`src/rtl/pipe_hazard_ctrl_pkg.sv`:
```
// ---------------------------------------------------------------------------
// pipe_hazard_ctrl_pkg
// Shared definitions for the pipeline hazard/redirect controller:
//   - hz_state_e : controller FSM states (RUN, REDIRECT)
//   - XLEN_DEF   : default address/PC width
//   - REGW_DEF   : default register index width
//   - PC_RESET   : reset value of the redirect target register
// ---------------------------------------------------------------------------
package pipe_hazard_ctrl_pkg;

    localparam int XLEN_DEF = 32;
    localparam int REGW_DEF = 5;

    localparam logic [31:0] PC_RESET = 32'h0;

    typedef enum logic {
        RUN      = 1'b0,
        REDIRECT = 1'b1
    } hz_state_e;

endpackage

```
`src/rtl/pipe_hazard_ctrl_if.sv`:
```
// ---------------------------------------------------------------------------
// pipe_hazard_ctrl_if
// Fetch-stage control bundle between the hazard controller and the
// IF stage / pipeline registers.
//   PCOP              : 1 = PC loads NPC, 0 = PC+4
//   NPC               : registered redirect target
//   write_enable      : PC write enable
//   ifid_write_enable : IF/ID register enable
//   ifid_flush        : IF/ID loads a bubble
//   idex_flush        : ID/EX loads a bubble
//   pipe_hold         : freeze for ID/EX, EX/MEM and MEM/WB
// Modports: master = controller (drives), slave = fetch stage (consumes).
// ---------------------------------------------------------------------------
interface pipe_hazard_ctrl_if #(
    parameter int XLEN = 32
);
    logic            PCOP;
    logic [XLEN-1:0] NPC;
    logic            write_enable;
    logic            ifid_write_enable;
    logic            ifid_flush;
    logic            idex_flush;
    logic            pipe_hold;

    modport master (
        output PCOP, NPC, write_enable, ifid_write_enable,
               ifid_flush, idex_flush, pipe_hold
    );

    modport slave (
        input  PCOP, NPC, write_enable, ifid_write_enable,
               ifid_flush, idex_flush, pipe_hold
    );
endinterface

```
`src/rtl/pipe_hazard_ctrl_lu_detect.sv`:
```
// ---------------------------------------------------------------------------
// lu_detect
// Purely combinational load-use comparator. Flags when the instruction in
// ID reads a register that the load currently in EXE will write. Register 0
// is hard-wired, so a load targeting x0 never creates a hazard. Kept free of
// state so the forwarding unit can reuse it.
// Ports:
//   ex_memread          : EXE instruction is a load
//   ex_rd               : EXE destination register
//   id_rs1, id_rs2      : ID source registers
//   id_use_rs1/rs2      : ID instruction actually reads rs1/rs2
//   lu_hazard           : load-use hazard detected
// ---------------------------------------------------------------------------
module lu_detect
    import pipe_hazard_ctrl_pkg::*;
#(
    parameter int REGW = REGW_DEF
) (
    input  logic            ex_memread,
    input  logic [REGW-1:0] ex_rd,
    input  logic [REGW-1:0] id_rs1,
    input  logic [REGW-1:0] id_rs2,
    input  logic            id_use_rs1,
    input  logic            id_use_rs2,
    output logic            lu_hazard
);

    logic rs1_hit;
    logic rs2_hit;

    assign rs1_hit   = id_use_rs1 && (id_rs1 == ex_rd);
    assign rs2_hit   = id_use_rs2 && (id_rs2 == ex_rd);
    assign lu_hazard = ex_memread && (ex_rd != '0) && (rs1_hit || rs2_hit);

endmodule

```
`src/rtl/pipe_hazard_ctrl.sv`:
```
// ---------------------------------------------------------------------------
// pipe_hazard_ctrl
// Hazard and redirect controller for the 5-stage pipeline. Resolves
// data-memory stalls, taken branches/jumps from EXE, and load-use hazards,
// in that priority order. The redirect target is registered to break the
// EXE-to-PC path; the extra wrong-path fetch this causes is squashed while
// the FSM sits in REDIRECT.
// Ports:
//   clk, rst (async, active-low)
//   ex_branch_taken, ex_target  : EXE redirect request and target
//   ex_memread, ex_rd           : EXE load information
//   id_rs1/rs2, id_use_rs1/rs2  : ID source operands
//   mem_busy                    : data memory not ready, freeze everything
//   fe (pipe_hazard_ctrl_if.master) : fetch/pipeline-register controls
// Optional build macro HAZARD_STATS_EN adds three 32-bit wrapping counters:
//   stat_lu_stalls, stat_redirects, stat_mem_stalls.
// ---------------------------------------------------------------------------
module pipe_hazard_ctrl
    import pipe_hazard_ctrl_pkg::*;
#(
    parameter int XLEN = XLEN_DEF,
    parameter int REGW = REGW_DEF
) (
    input  logic               clk,
    input  logic               rst,
    input  logic               ex_branch_taken,
    input  logic [XLEN-1:0]    ex_target,
    input  logic               ex_memread,
    input  logic [REGW-1:0]    ex_rd,
    input  logic [REGW-1:0]    id_rs1,
    input  logic [REGW-1:0]    id_rs2,
    input  logic               id_use_rs1,
    input  logic               id_use_rs2,
    input  logic               mem_busy,
`ifdef HAZARD_STATS_EN
    output logic [31:0]        stat_lu_stalls,
    output logic [31:0]        stat_redirects,
    output logic [31:0]        stat_mem_stalls,
`endif
    pipe_hazard_ctrl_if.master fe
);

    hz_state_e       state_q, state_d;
    logic            pcop_q, pcop_d;
    logic [XLEN-1:0] npc_q, npc_d;

    logic lu_hazard;
    logic write_enable;
    logic ifid_write_enable;
    logic ifid_flush;
    logic idex_flush;
    logic lu_stall;
    logic redirect_start;

    lu_detect #(
        .REGW (REGW)
    ) u_lu_detect (
        .ex_memread (ex_memread),
        .ex_rd      (ex_rd),
        .id_rs1     (id_rs1),
        .id_rs2     (id_rs2),
        .id_use_rs1 (id_use_rs1),
        .id_use_rs2 (id_use_rs2),
        .lu_hazard  (lu_hazard)
    );

    // Per-cycle control decision. mem_busy freezes everything; REDIRECT
    // masks new branches and load-use so the wrong-path fetch is only
    // squashed; in RUN a branch outranks a (never co-valid) load-use.
    always_comb begin
        state_d           = state_q;
        pcop_d            = pcop_q;
        npc_d             = npc_q;
        write_enable      = 1'b1;
        ifid_write_enable = 1'b1;
        ifid_flush        = 1'b0;
        idex_flush        = 1'b0;
        lu_stall          = 1'b0;
        redirect_start    = 1'b0;

        if (mem_busy) begin
            write_enable      = 1'b0;
            ifid_write_enable = 1'b0;
        end else if (state_q == REDIRECT) begin
            ifid_flush = 1'b1;
            pcop_d     = 1'b0;
            state_d    = RUN;
        end else if (ex_branch_taken) begin
            ifid_flush     = 1'b1;
            idex_flush     = 1'b1;
            npc_d          = ex_target;
            pcop_d         = 1'b1;
            state_d        = REDIRECT;
            redirect_start = 1'b1;
        end else if (lu_hazard) begin
            write_enable      = 1'b0;
            ifid_write_enable = 1'b0;
            idex_flush        = 1'b1;
            lu_stall          = 1'b1;
        end
    end

    // FSM state and registered redirect outputs. Reset drops PCOP at once,
    // discarding any redirect that was in flight.
    always_ff @(posedge clk or negedge rst) begin
        if (!rst) begin
            state_q <= RUN;
            pcop_q  <= 1'b0;
            npc_q   <= XLEN'(PC_RESET);
        end else begin
            state_q <= state_d;
            pcop_q  <= pcop_d;
            npc_q   <= npc_d;
        end
    end

    assign fe.PCOP              = pcop_q;
    assign fe.NPC               = npc_q;
    assign fe.write_enable      = write_enable;
    assign fe.ifid_write_enable = ifid_write_enable;
    assign fe.ifid_flush        = ifid_flush;
    assign fe.idex_flush        = idex_flush;
    assign fe.pipe_hold         = mem_busy;

`ifdef HAZARD_STATS_EN
    logic [31:0] lu_cnt_q, lu_cnt_d;
    logic [31:0] redir_cnt_q, redir_cnt_d;
    logic [31:0] mem_cnt_q, mem_cnt_d;

    // Event counters; plain 32-bit adds so they wrap naturally.
    always_comb begin
        lu_cnt_d    = lu_cnt_q    + {31'd0, lu_stall};
        redir_cnt_d = redir_cnt_q + {31'd0, redirect_start};
        mem_cnt_d   = mem_cnt_q   + {31'd0, mem_busy};
    end

    always_ff @(posedge clk or negedge rst) begin
        if (!rst) begin
            lu_cnt_q    <= '0;
            redir_cnt_q <= '0;
            mem_cnt_q   <= '0;
        end else begin
            lu_cnt_q    <= lu_cnt_d;
            redir_cnt_q <= redir_cnt_d;
            mem_cnt_q   <= mem_cnt_d;
        end
    end

    assign stat_lu_stalls  = lu_cnt_q;
    assign stat_redirects  = redir_cnt_q;
    assign stat_mem_stalls = mem_cnt_q;
`else
    logic unused_stats;
    assign unused_stats = lu_stall ^ redirect_start;
`endif

endmodule

```
`src/flat_wrapper.sv`:
```
// flat-port wrapper written by rule: the top's interface ports become plain ports
module pipe_hazard_ctrl_flat import pipe_hazard_ctrl_pkg::*;
#(
    parameter int XLEN = XLEN_DEF,
    parameter int REGW = REGW_DEF
)
  (clk, rst, ex_branch_taken, ex_target, ex_memread, ex_rd, id_rs1, id_rs2, id_use_rs1, id_use_rs2, mem_busy, fe_PCOP, fe_NPC, fe_write_enable, fe_ifid_write_enable, fe_ifid_flush, fe_idex_flush, fe_pipe_hold);
  pipe_hazard_ctrl_if #(.XLEN(XLEN)) fe_i ();
  input  logic clk;
  input  logic rst;
  input  logic ex_branch_taken;
  input  logic [XLEN-1:0] ex_target;
  input  logic ex_memread;
  input  logic [REGW-1:0] ex_rd;
  input  logic [REGW-1:0] id_rs1;
  input  logic [REGW-1:0] id_rs2;
  input  logic id_use_rs1;
  input  logic id_use_rs2;
  input  logic mem_busy;
  output wire logic [$bits(fe_i.PCOP)-1:0] fe_PCOP;
  output wire logic [$bits(fe_i.NPC)-1:0] fe_NPC;
  output wire logic [$bits(fe_i.write_enable)-1:0] fe_write_enable;
  output wire logic [$bits(fe_i.ifid_write_enable)-1:0] fe_ifid_write_enable;
  output wire logic [$bits(fe_i.ifid_flush)-1:0] fe_ifid_flush;
  output wire logic [$bits(fe_i.idex_flush)-1:0] fe_idex_flush;
  output wire logic [$bits(fe_i.pipe_hold)-1:0] fe_pipe_hold;
  assign fe_PCOP = fe_i.PCOP;
  assign fe_NPC = fe_i.NPC;
  assign fe_write_enable = fe_i.write_enable;
  assign fe_ifid_write_enable = fe_i.ifid_write_enable;
  assign fe_ifid_flush = fe_i.ifid_flush;
  assign fe_idex_flush = fe_i.idex_flush;
  assign fe_pipe_hold = fe_i.pipe_hold;
  pipe_hazard_ctrl #(.XLEN(XLEN), .REGW(REGW)) u_core (.clk(clk), .rst(rst), .ex_branch_taken(ex_branch_taken), .ex_target(ex_target), .ex_memread(ex_memread), .ex_rd(ex_rd), .id_rs1(id_rs1), .id_rs2(id_rs2), .id_use_rs1(id_use_rs1), .id_use_rs2(id_use_rs2), .mem_busy(mem_busy), .fe(fe_i));
endmodule
```
`config.mk`:
```
export PLATFORM = sky130hd
export DESIGN_NAME = pipe_hazard_ctrl_flat
export DESIGN_NICKNAME = d
export VERILOG_FILES = /design/src/rtl/pipe_hazard_ctrl_pkg.sv /design/src/rtl/pipe_hazard_ctrl_if.sv /design/src/rtl/pipe_hazard_ctrl_lu_detect.sv /design/src/rtl/pipe_hazard_ctrl.sv /design/src/flat_wrapper.sv
export SDC_FILE = /design/constraint.sdc
export NUM_CORES = 1
export LEC_CHECK = 0
export ABC_AREA = 0
export CAP_MARGIN = 20
export CORE_UTILIZATION = 25
export DETAILED_ROUTE_END_ITERATION = 8
export GPL_ROUTABILITY_DRIVEN = 0
export GPL_TIMING_DRIVEN = 0
export PLACE_DENSITY = 0.62
export SYNTH_ARGS = -nofsm -noshare
export SYNTH_HDL_FRONTEND = slang
export SYNTH_SLANG_ARGS = --single-unit
```
`constraint.sdc`:
```
create_clock -name clk -period 3.4 [get_ports clk]
set_clock_uncertainty 0.05 [all_clocks]
set_input_delay 0.68 -clock clk [delete_from_list [all_inputs] [get_ports clk]]
set_output_delay 0.68 -clock clk [all_outputs]
set_load 0.005 [all_outputs]
```
==> reports/results.txt <==
Status: finished clean
CTS Sinks: 34
Deepest clock path buffer count: 2
Vias: 1125
Hold Path Class: in2async
Area Overhead vs Synth: 75.77%
Post-synth top area cell: dfrtp_1
Top_reg_cell synth: dfrtp_1
Max Freq: 309.4 MHz
Final WS setup: 0.1676 ns
Final ANT Viol Nets: 0
TritonRoute pass-1 iters: 3
Initial antenna violation count: 0
Synth Instances: 98
Finished Cell Area: 2560 um2
Clk root buf: clkbuf_8
GRT overflow: 0
Critical Path RT: 2.67 ns
Asr flop ratio synth: 100.0%
Final net count: 253
DRC Markers: 0
CTS tree: done
Crit path kind: in2out
Worst r2r path cells: 4
Area contributors post-synth: dfrtp_1 58%, mux2_2 23%, xnor2_1 6.0%
Vias per Instance: 4.151
# IOs: 92
R2r setup slk: 1.85 ns
Drt wl/cell: 12.93 um
P_leak: 1.046 nW
Yosys warning count: 0
Chip width: 78.33 um
Core ar.: 5574 um2
Post-synth EDFFs: 0
DP HPWL: 2696 um
First-pass GRT wire length: 5575 um
Final setup fails: 0
CTS Buf Count: 5
Yosys reg bits: 34
Power Density: 467.9 nW/um2
Worst Path Arrival: 2.50 ns
Worst rel slew slack: 48.37%
Yosys top cell area share: 58.42%
Clock latency on the worst-skew pair: 0.27 ns
Count of final hold-check violations: 0
RSZ-0062 raised after global routing: false
Hold buffer count at CTS: 0
Met1 usage: 13.97%
Post-synth top cells: 34 x dfrtp_1, 30 x mux2_2, 10 x xnor2_1
Clock transition at the registers of the reported paths: 0.07 ns
Largest net degree at the start of global routing: 35
Period utilisation layout: 95.07%
Tot GR Track Use: 11.95%
Setup WS pre-CTS: -0.1142 ns
Cell with the most instances after synthesis: dfrtp_1
Filler Cell Count: 540
Setup crit end kind: primary output
Initial Utilization: 26.13%
H-tree depth: 2
Die height: 78.33 um
Iter 0 DRT Violations: 15
Worst Setup Start Kind: primary input
Worst-margin pin slew: 0.7744 ns
Die ar.: 6135 um2
Sw Ratio: 23.88%
Mapped Area: 1456 um2
Seq pwr share: 44.4%
Total Wirelength: 3505 um
TNS Setup: 0 ns
Tot Pwr: 1.198 mW
Reg-to-reg startpoint: u_core.state_q
Crit path time final: 3.232 ns
N_diodes: 0
CP max FO: 3
Avg Inst Size Synth: 14.86 um2
Met2 Track Usage GR: 20.79%
Clock network fraction of total power: 22.9%
Synth cell types: 18
Sw Pwr: 286.1 uW
Vias in the first global route: 1198
Port bufs: 91
Internal power: 911.7 uW
Sequential fraction of the synthesis area: 58.42%
CP startpoint: ex_rd[1]
Maximum VDD drop: 0.3049 mV
Rows: 27
Met3 Usage GRT: 2.907%
RR Endpoint: u_core.fe.NPC[31]
Grt peak-use layer: met2
Max Cap Violations: 0
Placed inst area: 2452 um2
Layout cells sized above 1: 25.13%
Syn nets: 152
Fin. max-slew vios: 0
Comb pwr share: 32.7%
through the flow:
stage / std cells / utilization (%) / hold slack (ns)
after floorplan: 98 / - / 0.3344
after global placement: 261 / 44.09 / 0.4210
after detailed placement: 261 / 44.00 / 0.4322
after CTS: 268 / 45.48 / 0.4462
after global routing: 271 / 45.93 / 0.4680
final: 271 / 45.93 / 0.4284
metal layers:
metal / routed length, um / up-vias
li1: - / 539
met1: 1459 / 549
met2: 1825 / 33
met3: 177 / 4
met4: 42 / 0
met5: 0 / -
worst max path at each step:
stage	cells past startpoint	endpoint	slack [ns]
4_1_cts	5	fe_idex_flush	0.06
5_1_grt	7	fe_write_enable	0.08
6_report	7	fe_write_enable	0.17
3_5_place_dp	7	fe_write_enable	-0.11
3_3_place_gp	7	fe_write_enable	-0.08
2_1_floorplan	5	fe_write_enable	0.94
flip-flops by register name (all words and copies together) (netlist names):
signal / count
u_core.fe.PCOP: 1
u_core.fe.NPC: 32
u_core.state_q: 1
power by group through the flow:
stage               Sequential (mW)  Clock, mW  Combinational, mW
global placement              0.537          0              0.394
detailed placement            0.541          0              0.394
finish                        0.532      0.274              0.391
floorplan                     0.548          0              0.112
CTS                           0.534      0.289              0.395
global route                  0.546      0.308              0.418
placed cells by master, fill, tap and decap left out, types with 2 or more instances in the layout:
cell             count
clkbuf_8             5
clkinv_2             2
buf_6                3
nor2_1               3
dlygate4sd2_1        3
clkdlybuf4s50_1     86
dfrtp_1             34
mux2_1               2
a21o_1               2
nand4_1              2
nand2_1              2
mux2_2              30
buf_4                5
xnor2_1             10
final cells by class:
class	instances	area, um2	area share (%)
repair buffers	94	927.1	36.22
flip-flops and latches	34	850.8	33.24
multi-input cells	59	564.3	22.04
well taps	72	90.09	3.519
clock buffers	5	68.82	2.688
plain buffers	5	48.80	1.906
clock inverters	2	10.01	0.3910
worst max-delay path: stages:
cell	delay, ns
dlygate4sd2_1	0.28
or4_4	0.55
o21ai_2	0.15
nor2_1	0.07
a21oi_2	0.17
buf_4	0.12
clkdlybuf4s50_1	0.49
kinds of logic (layout without fill, tap and decap cells):
| logic type | after synthesis | after routing | synth area share (%) |
|---|---|---|---|
| compound gates | 6 | 6 | 2.749 |
| xor+xnor | 10 | 10 | 6.013 |
| buf+inv | 5 | 106 | 3.350 |
| flops | 34 | 34 | 58.42 |
| mux | 32 | 32 | 24.74 |
| simple gates | 11 | 11 | 4.725 |
timing repair:
item | in CTS | in global routing
setup endpoints to repair | 2 | 2
endpoints found under the hold margin | 0 | 0
buffers inserted | 0 | 3
gates resized for setup | 5 | 1
pin swaps | 0 | 1
No activity file was read; power rests on OpenSTA's default activity.
